===== src/rtl/grid_env_pkg.sv =====
// Shared types and helpers for the grid-world environment stepper and its move calculator.
package grid_env_pkg;

    typedef enum logic [1:0] {
        ACT_RIGHT = 2'd0,
        ACT_UP    = 2'd1,
        ACT_LEFT  = 2'd2,
        ACT_DOWN  = 2'd3
    } action_e;

    typedef enum logic [1:0] {
        ST_IDLE = 2'd0,
        ST_RUN  = 2'd1,
        ST_DONE = 2'd2
    } fsm_e;

    // Width able to hold 1-based state indices 1..w*h.
    function automatic int state_width(input int w, input int h);
        return $clog2(w * h + 1);
    endfunction

endpackage


===== src/rtl/grid_move_calc.sv =====
// Combinational (state, action) -> (next_state, bump) with border clipping.
// Optional walls are enabled by defining GRID_WALL_EN.
module grid_move_calc
    import grid_env_pkg::*;
#(
    parameter int GRID_W = 5,
    parameter int GRID_H = 5
`ifdef GRID_WALL_EN
    ,
    parameter logic [GRID_W*GRID_H-1:0] WALL_MASK = '0
`endif
) (
    input  logic [state_width(GRID_W, GRID_H)-1:0] state_i,
    input  logic [3:0]                             action_i,
    output logic [state_width(GRID_W, GRID_H)-1:0] next_state_o,
    output logic                                   bump_o
);

    localparam int SW = state_width(GRID_W, GRID_H);
    localparam logic [SW:0] ONE_X = (SW+1)'(1);
    localparam logic [SW:0] W_X   = (SW+1)'(GRID_W);
    localparam logic [SW:0] H_X   = (SW+1)'(GRID_H);

    logic [SW:0] s_ext;
    logic [SW:0] idx;
    logic [SW:0] col;
    logic [SW:0] row;
    logic [SW:0] target;
    logic        move_ok;

    // One extra bit keeps the "state - 1" and "state + GRID_W" sums from wrapping.
    assign s_ext = {1'b0, state_i};
    assign idx   = s_ext - ONE_X;
    assign col   = idx % W_X;
    assign row   = idx / W_X;

    // NOTE: every signal written here gets a default first, so no path can leave it unassigned and infer a latch.
    always_comb begin
        target       = s_ext;
        move_ok      = 1'b0;
        next_state_o = state_i;
        bump_o       = 1'b1;

        if (action_i[3:2] == 2'b00) begin
            unique case (action_e'(action_i[1:0]))
                ACT_RIGHT: if (col < W_X - ONE_X) begin target = s_ext + ONE_X; move_ok = 1'b1; end
                ACT_UP:    if (row != '0)         begin target = s_ext - W_X;   move_ok = 1'b1; end
                ACT_LEFT:  if (col != '0)         begin target = s_ext - ONE_X; move_ok = 1'b1; end
                ACT_DOWN:  if (row < H_X - ONE_X) begin target = s_ext + W_X;   move_ok = 1'b1; end
            endcase
        end

`ifdef GRID_WALL_EN
        for (int k = 0; k < GRID_W * GRID_H; k++) begin
            if (WALL_MASK[k] && target == (SW+1)'(k + 1)) move_ok = 1'b0;
        end
`endif

        if (move_ok) begin
            next_state_o = target[SW-1:0];
            bump_o       = 1'b0;
        end
    end

endmodule


===== src/rtl/grid_env_stepper.sv =====
// Clocked grid-world environment: one action per handshake, returns next state, reward and done.
// Define GRID_WALL_EN to add the WALL_MASK parameter and wall collisions.
module grid_env_stepper
    import grid_env_pkg::*;
#(
    parameter int GRID_W      = 5,
    parameter int GRID_H      = 5,
    parameter int START_STATE = 1,
    parameter int GOAL_STATE  = 25,
    parameter int MAX_STEPS   = 64,
    parameter int CW          = 8,
    parameter int RW          = 8,
    parameter int R_STEP      = -1,
    parameter int R_BUMP      = -5,
    parameter int R_GOAL      = 100
`ifdef GRID_WALL_EN
    ,
    parameter logic [GRID_W*GRID_H-1:0] WALL_MASK = '0
`endif
) (
    input  logic                                   clk,
    input  logic                                   rst_n,
    input  logic                                   start,
    input  logic                                   act_valid,
    output logic                                   act_ready,
    input  logic [3:0]                             action,
    output logic [state_width(GRID_W, GRID_H)-1:0] state,
    output logic                                   step_valid,
    output logic [RW-1:0]                          reward,
    output logic                                   done,
    output logic                                   timeout,
    output logic [CW-1:0]                          step_count
);

    localparam int SW = state_width(GRID_W, GRID_H);
    localparam logic [SW-1:0] START_V  = SW'(START_STATE);
    localparam logic [SW-1:0] GOAL_V   = SW'(GOAL_STATE);
    localparam logic [CW-1:0] MAX_V    = CW'(MAX_STEPS);
    localparam logic [RW-1:0] R_STEP_V = RW'(R_STEP);
    localparam logic [RW-1:0] R_BUMP_V = RW'(R_BUMP);
    localparam logic [RW-1:0] R_GOAL_V = RW'(R_GOAL);

`ifdef GRID_WALL_EN
    if (WALL_MASK[START_STATE-1] || WALL_MASK[GOAL_STATE-1]) begin : g_wall_check
        $error("grid_env_stepper: START_STATE and GOAL_STATE must not be walls");
    end
`endif

    fsm_e          fsm_q, fsm_d;
    logic [SW-1:0] state_q, state_d;
    logic [RW-1:0] reward_q, reward_d;
    logic [CW-1:0] step_count_q, step_count_d;
    logic          timeout_q, timeout_d;
    logic          step_valid_q, step_valid_d;

    logic [SW-1:0] move_next;
    logic          move_bump;
    logic [CW-1:0] count_inc;
    logic          step_acc;
    logic          hit_goal;

    grid_move_calc #(
        .GRID_W   (GRID_W),
        .GRID_H   (GRID_H)
`ifdef GRID_WALL_EN
        ,
        .WALL_MASK(WALL_MASK)
`endif
    ) u_move (
        .state_i     (state_q),
        .action_i    (action),
        .next_state_o(move_next),
        .bump_o      (move_bump)
    );

    // start wins over a same-cycle action: the action is simply not taken.
    assign act_ready = (fsm_q == ST_RUN) && !start;
    assign step_acc  = act_ready && act_valid;
    assign count_inc = step_count_q + CW'(1);
    assign hit_goal  = (move_next == GOAL_V);

    always_comb begin
        fsm_d        = fsm_q;
        state_d      = state_q;
        reward_d     = reward_q;
        step_count_d = step_count_q;
        timeout_d    = timeout_q;
        step_valid_d = 1'b0;

        if (start) begin
            fsm_d        = ST_RUN;
            state_d      = START_V;
            reward_d     = '0;
            step_count_d = '0;
            timeout_d    = 1'b0;
        end else if (step_acc) begin
            state_d      = move_next;
            step_count_d = count_inc;
            step_valid_d = 1'b1;
            if (hit_goal) begin
                reward_d  = R_GOAL_V;
                fsm_d     = ST_DONE;
                timeout_d = 1'b0;
            end else begin
                reward_d = move_bump ? R_BUMP_V : R_STEP_V;
                if (count_inc == MAX_V) begin
                    fsm_d     = ST_DONE;
                    timeout_d = 1'b1;
                end
            end
        end
    end

    // NOTE: sequential state uses non-blocking assignments so all registers update together at the edge.
    always_ff @(posedge clk or negedge rst_n) begin
        if (!rst_n) begin
            fsm_q        <= ST_IDLE;
            state_q      <= START_V;
            reward_q     <= '0;
            step_count_q <= '0;
            timeout_q    <= 1'b0;
            step_valid_q <= 1'b0;
        end else begin
            fsm_q        <= fsm_d;
            state_q      <= state_d;
            reward_q     <= reward_d;
            step_count_q <= step_count_d;
            timeout_q    <= timeout_d;
            step_valid_q <= step_valid_d;
        end
    end

    assign state      = state_q;
    assign reward     = reward_q;
    assign step_count = step_count_q;
    assign timeout    = timeout_q;
    assign step_valid = step_valid_q;
    assign done       = (fsm_q == ST_DONE);

endmodule

===== config.mk =====
export PLATFORM = sky130hd
export DESIGN_NAME = grid_env_stepper
export DESIGN_NICKNAME = d
export VERILOG_FILES = /design/src/rtl/grid_env_pkg.sv /design/src/rtl/grid_move_calc.sv /design/src/rtl/grid_env_stepper.sv
export SDC_FILE = /design/constraint.sdc
export NUM_CORES = 1
export LEC_CHECK = 0
export ABC_AREA = 0
export CORE_MARGIN = 2
export CORE_UTILIZATION = 38
export CTS_BUF_LIST = sky130_fd_sc_hd__clkbuf_8 sky130_fd_sc_hd__clkbuf_16
export CTS_CLUSTER_SIZE = 16
export DETAILED_ROUTE_END_ITERATION = 10
export GPL_ROUTABILITY_DRIVEN = 1
export PLACE_DENSITY = 0.71
export REMOVE_ABC_BUFFERS = 1
export SLEW_MARGIN = 15
export SYNTH_ARGS = -nofsm -noshare
export SYNTH_HDL_FRONTEND = slang
export SYNTH_HIERARCHICAL = 1
export SYNTH_SLANG_ARGS = --single-unit

===== constraint.sdc =====
create_clock -name clk -period 4.7 [get_ports clk]
set_input_delay 0.47 -clock clk [delete_from_list [all_inputs] [get_ports clk]]
set_output_delay 0.47 -clock clk [all_outputs]
set_load 0.01 [all_outputs]

---- Word-level counts from Yosys, hierarchy flattened ----
Cells that the tools add are included.
word-level totals
  output and inout bits ................... 25
  flip-flop bits (word level) ............. 25
  logic and storage cells ................. 63
  bits of input ports ..................... 8
cells by class
  add/subtract/negate cells ............... 5
  div/mod/pow operators ................... 2
  eq/ne operators ......................... 7
  $lt $le $gt $ge ......................... 2
  reduce and logical (&&, ||, !) cells .... 10
  mux-type cells .......................... 31
operators with widths
  cell                                                                          number
  5-bit 2-to-1 mux                                                              8
  8-bit 2-to-1 mux                                                              5
  5-bit case mux with 4 select lines                                            1
  6-bit by 3-bit less-than comparator with 1-bit output, second input constant  2
  6-bit nonzero test                                                            2
  1-bit 2-to-1 mux                                                              11
  8-bit by 1-bit adder with 8-bit output, second input constant                 1
  8-bit by 7-bit equality test with 1-bit output, second input constant         1
  2-bit 2-to-1 mux                                                              4
  6-bit by 3-bit divider with 6-bit output, second input constant               1
  2-bit equality test, second input constant                                    3
  6-bit by 3-bit modulo with 6-bit output, second input constant                1
  5-bit by 1-bit subtractor with 6-bit output, second input constant            1
  5-bit by 1-bit adder with 5-bit output, second input constant                 1
  5-bit by 3-bit adder with 5-bit output, second input constant                 1
  5-bit equality test, second input constant                                    1
  5-bit by 3-bit subtractor with 5-bit output, second input constant            1
  2-bit by 1-bit equality test with 1-bit output, second input constant         2
  2-bit zero test                                                               2
  1-bit case mux with 4 select lines                                            1
  3-bit 2-to-1 mux                                                              1
  3-bit nonzero test                                                            1
  1-bit logical AND                                                             2
  2-bit AND reduction                                                           1
  2 further kinds                                                               2

---- Depth between registers and ports, before layout ----
  depth in word-level cells ............... 11
  mapped depth ............................ 22
  depth with buffers taken out ............ 20

---- Cells and area by module ----
Netlist, hierarchy kept.
modules (own cells, without submodules)
  module            instances  cells each  area each (µm²)  sequential area each (µm²)
  grid_move_calc    1          154         1082.3           0.0
  grid_env_stepper  1          98          958.4            501.7

---- Worst setup path before layout ----
No wires, ideal clock.
  path kind ............................... register -> register
  from .................................... register state_q[0] (netlist: state[0])
  to ...................................... register timeout_q (netlist: timeout)
  cell stages (with the launch flop) ...... 22
  arrival time ............................ 4863 ps
  setup slack ............................. -282 ps
  required time ........................... 4581 ps
  cell sequence ........................... dfstp_2 -> buf_2 -> inv_1 -> ha_1 -> nand2b_1 -> o21ai_0 -> a221oi_1 -> or2_2 -> ha_1 -> or3_1 -> a21oi_1 -> o21ai_0 -> a21oi_1 -> mux2i_1 -> mux2i_4 -> o221ai_4 -> and2_4 -> a21oi_1 -> nor3b_1 -> nand4_1 -> nand2b_1 -> o21ba_1
on the way
  longest elaborated chain between the ends .. 11
ends and longest elaborated chain
  element                                                                                              line                                        source
  start, declared                                                                                      grid_env_stepper.sv:50                      logic [SW-1:0] state_q, state_d;
  start signal, assigned                                                                               grid_env_stepper.sv:125                     state_q <= state_d;
  5-bit by 1-bit subtractor with 6-bit output                                                          grid_move_calc.sv:48                        ACT_LEFT: if (col != '0) begin target = s_ext - ONE_X; move_ok = 1'b1; end
  6-bit by 3-bit divider with 6-bit output or 6-bit by 3-bit modulo with 6-bit output (tied branches)  grid_move_calc.sv:35, grid_move_calc.sv:34
  6-bit by 3-bit less-than comparator with 1-bit output, or another cell as far along                  grid_move_calc.sv:49                        ACT_DOWN: if (row < H_X - ONE_X) begin target = s_ext + W_X; move_ok = 1'b1; end
  5-bit 2-to-1 mux, or another cell as far along                                                       grid_move_calc.sv:49
  5-bit case mux with 4 select lines or 1-bit case mux with 4 select lines (tied branches)             grid_move_calc.sv:45                        unique case (action_e'(action_i[1:0]))
  5-bit 2-to-1 mux or 1-bit 2-to-1 mux (tied branches)                                                 grid_move_calc.sv:44                        if (action_i[3:2] == 2'b00) begin
  5-bit 2-to-1 mux (*)                                                                                 grid_move_calc.sv:59                        if (move_ok) begin
  via move_next[0]                                                                                     grid_env_stepper.sv:56                      logic [SW-1:0] move_next;
  5-bit equality test (*)                                                                              grid_env_stepper.sv:80                      assign hit_goal = (move_next == GOAL_V);
  1-bit 2-to-1 mux                                                                                     grid_env_stepper.sv:100                     if (hit_goal) begin
  1-bit 2-to-1 mux                                                                                     grid_env_stepper.sv:96                      end else if (step_acc) begin
  1-bit 2-to-1 mux                                                                                     grid_env_stepper.sv:90                      if (start) begin
  end signal, assigned                                                                                 grid_env_stepper.sv:128                     timeout_q <= timeout_d;
  end, declared                                                                                        grid_env_stepper.sv:53                      logic timeout_q, timeout_d;
Mark *: on every way through the listed nets, which the timed path passes. The rest lies on a longest branch. The select of a mux whose other input is x is not followed.
A chain may end at the register's enable or synchronous reset.

---- Worst setup path after layout ----
  from .................................... register state_q[0] (netlist: state[0])
  to ...................................... register fsm_q[1]
on the way
  longest elaborated chain between the ends .. 11
ends and longest elaborated chain
  element                                                                                              line                                        source
  5-bit by 1-bit subtractor with 6-bit output                                                          grid_move_calc.sv:48
  6-bit by 3-bit divider with 6-bit output or 6-bit by 3-bit modulo with 6-bit output (tied branches)  grid_move_calc.sv:35, grid_move_calc.sv:34
  6-bit by 3-bit less-than comparator with 1-bit output, or another cell as far along                  grid_move_calc.sv:49
  5-bit 2-to-1 mux, or another cell as far along                                                       grid_move_calc.sv:49
  5-bit case mux with 4 select lines or 1-bit case mux with 4 select lines (tied branches)             grid_move_calc.sv:45
  5-bit 2-to-1 mux or 1-bit 2-to-1 mux (tied branches)                                                 grid_move_calc.sv:44
  5-bit 2-to-1 mux (*)                                                                                 grid_move_calc.sv:59
  via move_next[4]                                                                                     grid_env_stepper.sv:56
  5-bit equality test (*)                                                                              grid_env_stepper.sv:80
  2-bit 2-to-1 mux                                                                                     grid_env_stepper.sv:100
  2-bit 2-to-1 mux                                                                                     grid_env_stepper.sv:96
  2-bit 2-to-1 mux                                                                                     grid_env_stepper.sv:90
  end signal, assigned                                                                                 grid_env_stepper.sv:124                     fsm_q <= fsm_d;
  end, declared                                                                                        grid_env_stepper.sv:49                      fsm_e fsm_q, fsm_d;
Marks and branches as above.

==> impl_metrics.prom <==
# TYPE chip_impl_metric gauge
chip_impl_info{name="run_status",value="finished, final reports clean"} 1
chip_impl_metric{name="drtPass1Iterations",unit=""} 5
chip_impl_metric{name="synth_adder_area_share",unit=""} 0.0368
chip_impl_metric{name="cts-root-to-sink-buffers",unit=""} 2
chip_impl_metric{name="critPathMaxFanout",unit=""} 5
chip_impl_metric{name="die_width",unit="µm"} 77.3
chip_impl_metric{name="placedInstanceArea",unit="mm²"} 0.00256
chip_impl_metric{name="grt.overflow.total",unit=""} 0
chip_impl_info{name="startpoint",value="state[0]"} 1
chip_impl_info{name="synth_flop_cell",value="dfrtp_1"} 1
chip_impl_metric{name="ys_seq_elements",unit=""} 20
chip_impl_metric{name="simple_gate_portion_of_the_synthesized_area",unit=""} 0.275
chip_impl_info{name="reg2reg_to",value="fsm_q[1]"} 1
chip_impl_info{name="critical_path.endpoint_type",value="flop"} 1
chip_impl_metric{name="design.final.nets",unit=""} 321
chip_impl_metric{name="die_area",unit="mm²"} 0.00597
chip_impl_metric{name="gpl.final_weighted_congestion",unit=""} 0.918
chip_impl_metric{name="slew_viol_final",unit=""} 0
chip_impl_metric{name="finalPower",unit="W"} 0.000539
chip_impl_metric{name="clk-insertion-delay-late",unit="ns"} 0.26
chip_impl_metric{name="synth_compound_gate_area_share",unit=""} 0.300
chip_impl_metric{name="core-area",unit="mm²"} 0.00514
chip_impl_metric{name="timing.critical_path.required",unit="ns"} 4.87
chip_impl_metric{name="synthMuxAreaShare",unit=""} 0.0258
chip_impl_metric{name="leakage_power_total",unit="nW"} 1.11
chip_impl_metric{name="finalHoldViolCount",unit=""} 0
chip_impl_metric{name="worst_clock_skew_on_the_final_layout",unit="ns"} 0.00552
chip_impl_metric{name="dr_total_vias",unit=""} 2226
chip_impl_metric{name="routed_wirelength",unit="µm"} 5980
chip_impl_info{name="critical-path-slowest-cell",value="or4_1"} 1
chip_impl_metric{name="async_reset_ff_frac",unit=""} 1.00
chip_impl_metric{name="ant_nets",unit=""} 0
chip_impl_metric{name="initial_core_util",unit=""} 0.397
chip_impl_metric{name="ir_drop",unit="µV"} 175
chip_impl_metric{name="placement_rows",unit=""} 26
chip_impl_metric{name="max-cap-violations",unit=""} 0
chip_impl_metric{name="logic_depth_of_the_worst_setup_path_including_buffers",unit=""} 19
chip_impl_metric{name="final_layout_size_suffix_gt1_frac",unit=""} 0.275
chip_impl_metric{name="fin_crit_sh",unit=""} 0.971
chip_impl_metric{name="finalSetupViolCount",unit=""} 0
chip_impl_metric{name="n_antenna_cell",unit=""} 0
chip_impl_metric{name="share_of_the_synthesized_area_in_the_top_cell_type",unit=""} 0.233
chip_impl_metric{name="clk_sink_count",unit=""} 20
chip_impl_info{name="regToRegStartpoint",value="state[0]"} 1
chip_impl_metric{name="slew_headroom",unit=""} 0.417
chip_impl_metric{name="grt_start_max_net_pins",unit=""} 22
chip_impl_metric{name="postLayoutCoreUtil",unit=""} 0.548
chip_impl_metric{name="worstPathArrival",unit="ns"} 4.73
chip_impl_metric{name="via_per_inst",unit=""} 5.92
chip_impl_metric{name="clock_pin_slew_on_the_worst_setup_and_hold_paths",unit="ns"} 0.07
chip_impl_metric{name="synthesis.instances",unit=""} 252
chip_impl_info{name="setup.worst_path.start_class",value="flop"} 1
chip_impl_metric{name="worst_max_slew_pin_slew",unit="ns"} 0.872
chip_impl_metric{name="ff2ff_path_depth",unit=""} 19
chip_impl_metric{name="cpPeakStageDelay",unit="ns"} 0.58
chip_impl_metric{name="p_per_cell_area",unit="mW/mm²"} 192
chip_impl_metric{name="synthesis.area",unit="mm²"} 0.00204
chip_impl_info{name="path_class",value="reg -> reg"} 1
chip_impl_info{name="worst_setup_path_endpoint",value="fsm_q[1]"} 1
chip_impl_metric{name="yosysWarnings",unit=""} 6
chip_impl_info{name="hp-class",value="reg -> reg"} 1
chip_impl_metric{name="syn_to_final_growth",unit="%"} 38.0
chip_impl_metric{name="syn_avg_cell_area",unit="µm²"} 8.10
chip_impl_metric{name="io_buffer_count",unit=""} 32
chip_impl_metric{name="grt_first_pass_wirelength",unit="µm"} 9540
chip_impl_metric{name="clock.fmax",unit="MHz"} 219
chip_impl_info{name="cts-root-buf",value="clkbuf_8"} 1
chip_impl_metric{name="cts_hold_buf",unit=""} 0
chip_impl_metric{name="via_count_of_the_first_global_routing_pass",unit=""} 2020
chip_impl_metric{name="route.detailed.drc",unit=""} 0
chip_impl_metric{name="yosys.cell_types.count",unit=""} 73
chip_impl_metric{name="finish.instance_area",unit="mm²"} 0.00282
chip_impl_info{name="critPathTopFamily",value="simple AND/OR/NAND/NOR gates"} 1
chip_impl_metric{name="yosysSeqAreaShare",unit=""} 0.246
chip_impl_metric{name="r2r_setup_slack",unit="ns"} 0.14
chip_impl_info{name="crit_path_frequent_cell",value="ha_4"} 1
chip_impl_info{name="largest_family_of_logic_cells_by_synthesized_area",value="compound AO/OA/AOI/OAI gates"} 1
chip_impl_metric{name="track_usage",unit=""} 0.191
chip_impl_metric{name="num_io_pins",unit=""} 33
chip_impl_metric{name="first_iter_violations",unit=""} 275
chip_impl_metric{name="synth_xor_xnor_area_share",unit=""} 0.0429
chip_impl_info{name="cell_accounting_for_the_most_synthesized_area",value="dfrtp_1"} 1
chip_impl_info{name="critical_path.cell_chain",value="inv_2, ha_4, buf_6, nand2b_1, o21ai_2, a221oi_2, or2_4, ha_4, buf_4, a31oi_4, o31a_2, nor3_1, a2111oi_4, or4_1, o41a_1, a22oi_2, nand4_1, nor2b_1, o21bai_1"} 1
chip_impl_metric{name="min_period",unit="ns"} 4.56
chip_impl_info{name="tritoncts",value="yes"} 1
chip_impl_metric{name="cts-buffers-inserted",unit=""} 3
chip_impl_metric{name="place_hpwl",unit="µm"} 4140
chip_impl_metric{name="antenna_found_initial",unit=""} 0
chip_impl_metric{name="timing.setup.tns",unit="ns"} 0
chip_impl_metric{name="maximum_level_of_the_cts_h_tree",unit=""} 1
chip_impl_metric{name="synth_enable_flop_cells",unit=""} 0
chip_impl_metric{name="critical_path_buf_inv_count",unit=""} 3
chip_impl_info{name="synthTopCellsByArea",value="dfrtp_1, nor2_1, nand2_1"} 1
chip_impl_metric{name="fp.dieH",unit="µm"} 77.3
chip_impl_metric{name="detail_route.wl_per_cell",unit="µm"} 15.9
==> logic make-up after synthesis <==
group           Yosys count
compound gates           76
fa+ha+maj                 6
flops                    20
xor+xnor                 10
mux                       4
simple gates            106
buf+inv                  30
==> timing repair <==
action | CTS | global route
setup endpoints to repair | 5 | 7
buffers inserted | 2 | 6
pin swaps | 4 | 18
gates resized for setup | 6 | 26
==> routing by layer <==
metal | global-route usage | vias to the layer above | share of wire
met1 | 0.273 | 1070 | 0.46
met5 | 0 | - | 0
met3 | 0.0224 | 12 | 0.059
met4 | 0.0679 | 0 | 0.017
met2 | 0.298 | 101 | 0.47
li1 | - | 1043 | -
==> placed cells by master, fill, tap and decap left out, types with 5 or more instances in the layout <==
cell type and count:
nor2_1 26, a21oi_1 13, nor3_1 6, nor2b_1 5
inv_1 8, o21ai_0 6, nand2_1 24, clkdlybuf4s50_1 32
buf_4 35, xor2_1 6, a21oi_2 5, dfrtp_1 19
nand3_1 12
==> synthesized netlist by cell type (all sizes together), types with 3 or more instances <==
cell type / count
ha: 6
mux2i: 4
a211oi: 4
clkbuf: 4
xor2: 6
inv: 10
nand2b: 4
a21oi: 18
or3: 6
o21ai: 9
o2111ai: 4
nand2: 24
nand4: 4
nor3: 7
and3: 3
nor2: 26
buf: 15
nor2b: 5
a221oi: 3
nor3b: 3
dfrtp: 19
nand3: 12
xnor2: 4
==> metrics by stage <==
stage,setup WS (ns),cells,hold slack (ns)
after floorplan,-0.386,233,0.174
after detailed placement,-0.0789,364,0.521
after global placement,0.0242,364,0.496
after global routing,-0.0670,376,0.568
final,0.138,376,0.543
after CTS,0.0165,370,0.543
==> report_power, final <==
part | leakage [nW] | switching [W] | internal [W] | total, W
sequential | 0.264 | 0.00000745 | 0.000178 | 0.000186
combinational | 0.821 | 0.000120 | 0.000105 | 0.000225
clock | 0.0288 | 0.0000537 | 0.0000745 | 0.000128
==> worst min path at each step <==
stage,from,to,cells after the start
2_1_floorplan,rst_n,fsm_q[0],0
3_3_place_gp,timeout,timeout,1
3_5_place_dp,timeout,timeout,1
4_1_cts,timeout,timeout,1
5_1_grt,timeout,timeout,1
6_report,reward[6],reward[6],2
==> flip-flops by register name (all words and copies together) (netlist names) <==
name,count
step_count,8
step_valid,1
state,5
fsm_q,2
timeout,1
reward,3
==> area by class of cell <==
| type | instances | area (µm²) |
|---|---|---|
| Clock buffer | 4 | 55.1 |
| Fill cell | 457 | 2320 |
| Inverter | 11 | 41.3 |
| Multi-Input combinational cell | 202 | 1520 |
| Sequential cell | 20 | 502 |
| Tap cell | 70 | 87.6 |
| Timing Repair Buffer | 69 | 606 |
==> worst register-to-register path, stage by stage, from the launching register on <==
cell	delay (ns)
dfstp_2	0.54
inv_2	0.05
ha_4	0.15
buf_6	0.12
nand2b_1	0.08
o21ai_2	0.06
a221oi_2	0.31
or2_4	0.20
ha_4	0.14
buf_4	0.13
a31oi_4	0.04
o31a_2	0.38
nor3_1	0.44
a2111oi_4	0.12
or4_1	0.58
o41a_1	0.36
a22oi_2	0.25
nand4_1	0.19
nor2b_1	0.18
o21bai_1	0.14
(Power assumes the default switching activity.)
